--- src/rtl/reg_file_32x32.sv ---
// reg_file_32x32: RV32I integer register file, 32 x 32-bit, 2 read / 1 write.
// Optional macro REGFILE_WRITE_BYPASS_EN enables same-edge write-to-read forwarding.
module reg_file_32x32 #(
    parameter int DATA_W   = 32,
    parameter int NUM_REGS = 32,
    parameter int ADDR_W   = 5
) (
    input  logic              CLK,
    input  logic              RSTN,
    input  logic [31:0]       READ_Addr_1,
    input  logic [31:0]       READ_Addr_2,
    input  logic [ADDR_W-1:0] WRITE_Addr,
    input  logic [DATA_W-1:0] WRITE_Data,
    input  logic              WRITE_En,
    input  logic              READ_En,
    output logic [DATA_W-1:0] READ_Data_1,
    output logic [DATA_W-1:0] READ_Data_2,
    output logic              X0_Write_Err
);

    logic [DATA_W-1:0] regs [NUM_REGS];

    logic [ADDR_W-1:0] rd_addr_1;
    logic [ADDR_W-1:0] rd_addr_2;
    logic              wr_commit;
    logic              wr_x0;
    logic [DATA_W-1:0] rd_val_1;
    logic [DATA_W-1:0] rd_val_2;
    logic              unused_addr_hi;

    // Only the low address bits select a register; the rest are don't-care.
    assign rd_addr_1 = READ_Addr_1[ADDR_W-1:0];
    assign rd_addr_2 = READ_Addr_2[ADDR_W-1:0];
    assign unused_addr_hi = ^{READ_Addr_1[31:ADDR_W], READ_Addr_2[31:ADDR_W]};

    // A write to x0 is dropped and only raises the error flag.
    assign wr_commit = WRITE_En && (WRITE_Addr != '0);
    assign wr_x0     = WRITE_En && (WRITE_Addr == '0);

    // Port-1 read value: x0 hardwired to zero, optional forwarding of the new write.
    always_comb begin
        rd_val_1 = '0;
        if (rd_addr_1 != '0) begin
            rd_val_1 = regs[rd_addr_1];
        end
`ifdef REGFILE_WRITE_BYPASS_EN
        if (wr_commit && (rd_addr_1 == WRITE_Addr)) begin
            rd_val_1 = WRITE_Data;
        end
`endif
    end

    // Port-2 read value: same rules as port 1, evaluated independently.
    always_comb begin
        rd_val_2 = '0;
        if (rd_addr_2 != '0) begin
            rd_val_2 = regs[rd_addr_2];
        end
`ifdef REGFILE_WRITE_BYPASS_EN
        if (wr_commit && (rd_addr_2 == WRITE_Addr)) begin
            rd_val_2 = WRITE_Data;
        end
`endif
    end

    // Register storage: cleared on reset, one write per rising edge.
    always_ff @(posedge CLK or negedge RSTN) begin
        if (!RSTN) begin
            for (int i = 0; i < NUM_REGS; i++) begin
                regs[i] <= '0;
            end
        end else if (wr_commit) begin
            regs[WRITE_Addr] <= WRITE_Data;
        end
    end

    // Registered read outputs; READ_En low holds them for a stall.
    always_ff @(posedge CLK or negedge RSTN) begin
        if (!RSTN) begin
            READ_Data_1 <= '0;
            READ_Data_2 <= '0;
        end else if (READ_En) begin
            READ_Data_1 <= rd_val_1;
            READ_Data_2 <= rd_val_2;
        end
    end

    // Sticky x0-write error flag, cleared only by reset.
    always_ff @(posedge CLK or negedge RSTN) begin
        if (!RSTN) begin
            X0_Write_Err <= 1'b0;
        end else if (wr_x0) begin
            X0_Write_Err <= 1'b1;
        end
    end

endmodule

--- config.mk ---
export PLATFORM = sky130hd
export DESIGN_NAME = reg_file_32x32
export DESIGN_NICKNAME = d
export VERILOG_FILES = /design/src/rtl/reg_file_32x32.sv
export SDC_FILE = /design/constraint.sdc
export NUM_CORES = 2
export LEC_CHECK = 0
export CORE_MARGIN = 4
export CORE_UTILIZATION = 30
export CTS_CLUSTER_DIAMETER = 150
export DETAILED_ROUTE_END_ITERATION = 16
export GPL_ROUTABILITY_DRIVEN = 0
export PLACE_DENSITY = 0.52
export REMOVE_ABC_BUFFERS = 1
export SYNTH_ARGS = -nofsm -noshare
export SYNTH_HDL_FRONTEND = slang
export SYNTH_SLANG_ARGS = --single-unit
export TNS_END_PERCENT = 10
--- constraint.sdc ---
create_clock -name CLK -period 2.3 [get_ports CLK]
set_input_delay 0.23 -clock CLK [delete_from_list [all_inputs] [get_ports CLK]]
set_output_delay 0.23 -clock CLK [all_outputs]
set_load 0.01 [all_outputs]
==> implementation parameters <==
Parameter                              Value

Yosys
  Post-synth cell types    37
  Number of synthesized register bits    approximately 1100
  Cells taking the most area after synthesis    sky130_fd_sc_hd__dfrtp_1, sky130_fd_sc_hd__mux2_2, sky130_fd_sc_hd__mux4_2, sky130_fd_sc_hd__mux2i_1, sky130_fd_sc_hd__clkbuf_1
  Netlist Area Pre-Place    around 57000 sq um
  Syn Inst Count    4004
  Synthesized area per cell    between 10 and 15 sq um
  Sequential fraction of the synthesis area    between 40% and 50%
  Cell taking the most area after synthesis    sky130_fd_sc_hd__dfrtp_1
  Synthesis warning total    0
  Share of Yosys cell area claimed by the top area cell type    around 48%

Placed design
  IO buf count    115
  HPWL after detailed placement    ~130000 um
  Pre-CTS worst setup slack    -0.467 ns
  Placed cell area    64700 sq um

Cells and area
  Fraction of layout instances using a drive strength above 1    between 40% and 50%
  Cell area after layout    68800 sq um
  Area grow syn2layout    21.4%
  Net count reported at finish    around 4300

Critical path
  Startpoint class of the critical path    flop
  Chain of cells forming the critical path    mux4_2 -> mux2_2 -> a2111oi_0 -> a21oi_1
  Path length in cells of the critical path    4
  Worst Path Arrival    2.72 ns
  Setup crit end    READ_Data_2[12]
  Top fanout value on the critical path    3
  Critical-path top delay cell    sky130_fd_sc_hd__a2111oi_0
  CP Capture Type    flop
  Critical path startpoint    regs[524]
  Maximum cell stage delay along the critical path    roughly 0.76 ns
  Logic depth of the worst register-to-register path    4
  Req. time, crit path    around 2.9 ns
  Crit Path Category    flop to flop
  RR Endpoint    READ_Data_2[12]
  Crit-path leading delay family    compound AO/OA/AOI/OAI gates
  Buffers & Inverters on Critical Path    0
  Worst flop-to-flop path startpoint    regs[524]
  Flop2flop setup slack    0.16 ns

Hold path
  Class of the most critical hold timing path    primary input to asynchronous set/reset pin

Floorplanning
  I/O pin cnt    170
  Effective utilization at floorplan    between 30% and 40%
  Core Footprint    188000 sq um
  Die width    ~440 um
  Core Rows    roughly 160
  Area enclosed by the die boundary    slightly below 200000 sq um
  Vertical extent of the die    roughly 440 um

Global route
  Global-route wire length before repair    between 200000 and 300000 um
  Initial antenna violation count    4
  Vias in the first global route    slightly below 40000
  Overflow left after global routing    0
  Largest net degree at the start of global routing    just under 100
  Global-route total usage across every layer    19.7%

Outcome
  Status    completed

CTS
  Clock transition at the registers of the reported paths    around 0.060 ns
  Buffer type at the clock tree root    sky130_fd_sc_hd__clkbuf_16
  Clock Path Buffers    3
  Level count of the clock H-tree    3
  Total of cells resized after clock tree synthesis    0
  Clk sink count    1089
  Setup Fix Bufs, Post-CTS    0
  Clock tree from TritonCTS    done
  Cts bufs inserted    121
  Quantity of hold-fixing buffers added after cts    3
  Insertion delay to the later sink of the worst-skew pair    between 0.7 and 0.8 ns

Detailed routing
  Met2 wire length    between 90000 and 100000 um
  Vias per cell    about 5.5
  Met3 routed wirelength    7940 um
  DRC violations left    0
  Routed metal-1 wirelength    87800 um
  Final routed wire length divided by cell count    between 20 and 30 um
  Uppermost layer routed    met4
  Initial DRC Count    2776
  TritonRoute pass-1 iters    7
  Antenna Violating Nets Remaining    0
  Routed WL    approximately 190000 um
  Routed vias    approximately 37000

Pwr
  Pwr dens    roughly 800 nW/um^2
  Leakage component of the power    between 0.02 and 0.03 uW
  Power share of the clock group    a little over a third
  Switching fraction of total power    between 20% and 30%
  Combinational fraction of design power    19.4%
  Highest ir drop seen on vdd    ~0.59 mV
  Reg power frac    between 40 and 50%
  Switching power summed over all nets    15300 uW
  P_int    41100 uW

Timing
  Time the final worst path needs with I/O delays and setup    between 2 and 2.5 ns
  Post-Route Setup TNS    0 ns
  Final Worst Setup Slack    around 0.16 ns
  Setup repair after global routing missed its margin    no
  Final count of hold timing violations    0
  Post-route fraction of the period consumed by the critical path    93.3%
  Maximum frequency from static timing analysis    ~470 MHz
  Max-Slew Margin vs Limit    between 4 and 5%
  Setup-failing EPs final    0
  Worst Clk Skew    a little under 0.04 ns
  Worst-margin pin slew    about 1.4 ns
  Pins Over Slew Limit    0

Run
  Number of max-cap violations    0
[cell type report]
type                    instances  area, sq um
well taps                    2495         3120
inverters                       2         7.51
clock inverters                32          418
repair buffers                552         6600
fillers                     17900       119000
clock buffers                 190         3660
diodes                          2         5.00
multi-input cells            2475        27700
flip-flops and latches       1089        27300
[per-layer routing]
layer  vias to the layer above  track usage [%]
met2                       906             32.5
met5                         -                0
met3                       287             2.65
met4                         0             5.55
met1                     20300             27.1
li1                      15800                -
[metrics by stage]
step	total power, uW	instances	hold slack [ns]	util, %
final	56400	6837	0.162	36.6
after floorplan	31900	3566	-0.0656	-
after detailed placement	36700	6610	0.133	34.4
after global routing	59000	6836	0.176	36.6
after global placement	36300	6610	0.131	34.4
after CTS	57000	6835	0.138	36.6
[cells in the mapped netlist]
cell	instances
sky130_fd_sc_hd__a2111oi_0	66
sky130_fd_sc_hd__a211oi_1	2
sky130_fd_sc_hd__a21o_1	1
sky130_fd_sc_hd__a21oi_1	62
sky130_fd_sc_hd__a22o_1	60
sky130_fd_sc_hd__a31o_2	2
sky130_fd_sc_hd__and3_1	1
sky130_fd_sc_hd__and3b_1	1
sky130_fd_sc_hd__buf_1	52
sky130_fd_sc_hd__buf_2	72
sky130_fd_sc_hd__buf_4	20
sky130_fd_sc_hd__buf_6	12
sky130_fd_sc_hd__clkbuf_1	282
sky130_fd_sc_hd__clkinv_1	2
sky130_fd_sc_hd__dfrtp_1	1089
sky130_fd_sc_hd__mux2_2	1056
sky130_fd_sc_hd__mux2i_1	378
sky130_fd_sc_hd__mux4_2	324
sky130_fd_sc_hd__nand2_1	16
sky130_fd_sc_hd__nand2b_1	66
sky130_fd_sc_hd__nand3_1	4
sky130_fd_sc_hd__nand3b_1	10
sky130_fd_sc_hd__nor2_1	143
sky130_fd_sc_hd__nor2b_1	2
sky130_fd_sc_hd__nor3_1	5
sky130_fd_sc_hd__nor3b_1	4
sky130_fd_sc_hd__nor4_1	4
sky130_fd_sc_hd__nor4b_1	2
sky130_fd_sc_hd__nor4bb_1	2
sky130_fd_sc_hd__o2111ai_1	2
sky130_fd_sc_hd__o211ai_1	62
sky130_fd_sc_hd__o21ai_0	2
sky130_fd_sc_hd__o22ai_1	124
sky130_fd_sc_hd__or2_2	1
sky130_fd_sc_hd__or3_1	4
sky130_fd_sc_hd__or3b_2	5
sky130_fd_sc_hd__or4_1	64
[power by group through the flow]
stage | Combinational [uW] | Clock, uW | Sequential, uW
CTS | 11100 | 20600 | 25300
detailed placement | 11000 | 0 | 25600
finish | 11000 | 20100 | 25400
floorplan | 7090 | 0 | 24800
global placement | 10900 | 0 | 25500
global route | 11900 | 21300 | 25800
[worst reg2reg max path: stages, from the launching register on]
cell and delay (ns):
sky130_fd_sc_hd__dfrtp_1 0.39, sky130_fd_sc_hd__mux4_2 0.47, sky130_fd_sc_hd__mux2_2 0.29, sky130_fd_sc_hd__a2111oi_0 0.76, sky130_fd_sc_hd__a21oi_1 0.09
[worst min path at each step]
stage | from | to | slack [ns] | cells past startpoint
2_1_floorplan | RSTN | READ_Data_1[0] | -0.07 | 0
3_3_place_gp | RSTN | regs[558] | 0.13 | 1
3_5_place_dp | RSTN | regs[526] | 0.13 | 1
4_1_cts | RSTN | regs[590] | 0.14 | 3
5_1_grt | RSTN | regs[590] | 0.18 | 3
6_report | RSTN | regs[590] | 0.16 | 3
[cell usage in the layout, fill, tap and decap left out, types with 3 or more instances in the layout]
cell type	count
sky130_fd_sc_hd__clkbuf_16	125
sky130_fd_sc_hd__buf_8	5
sky130_fd_sc_hd__mux2i_1	378
sky130_fd_sc_hd__dlygate4sd3_1	3
sky130_fd_sc_hd__nand2_2	15
sky130_fd_sc_hd__mux2_2	1056
sky130_fd_sc_hd__nand2b_1	66
sky130_fd_sc_hd__a21oi_1	62
sky130_fd_sc_hd__nor4_1	4
sky130_fd_sc_hd__nor3_1	5
sky130_fd_sc_hd__clkinv_2	18
sky130_fd_sc_hd__a2111oi_0	66
sky130_fd_sc_hd__or3b_2	5
sky130_fd_sc_hd__nor2_1	127
sky130_fd_sc_hd__bufinv_16	8
sky130_fd_sc_hd__nor2_4	16
sky130_fd_sc_hd__buf_12	172
sky130_fd_sc_hd__nor3b_1	4
sky130_fd_sc_hd__a22o_1	60
sky130_fd_sc_hd__dfrtp_1	1089
sky130_fd_sc_hd__clkbuf_1	36
sky130_fd_sc_hd__nand3b_1	10
sky130_fd_sc_hd__clkdlybuf4s50_1	105
sky130_fd_sc_hd__clkbuf_8	29
sky130_fd_sc_hd__o22ai_1	124
sky130_fd_sc_hd__buf_4	266
sky130_fd_sc_hd__o211ai_1	62
sky130_fd_sc_hd__or4_1	64
sky130_fd_sc_hd__mux4_2	324
[sequential cells by signal, summed over array words and instances, names as in the netlist]
register	flops
regs	1024
READ_Data_1	32
READ_Data_2	32
X0_Write_Err	1
[logic make-up (layout without fill, tap and decap cells)]
group,after synthesis,in the layout,share of synthesized area (%)
compound gates,383,383,4.81
buf+inv,440,776,3.37
flops,1089,1089,48.1
mux,1758,1758,40.5
other cells,0,2,0
simple gates,334,334,3.19
Power figures use the tool's default switching activity.
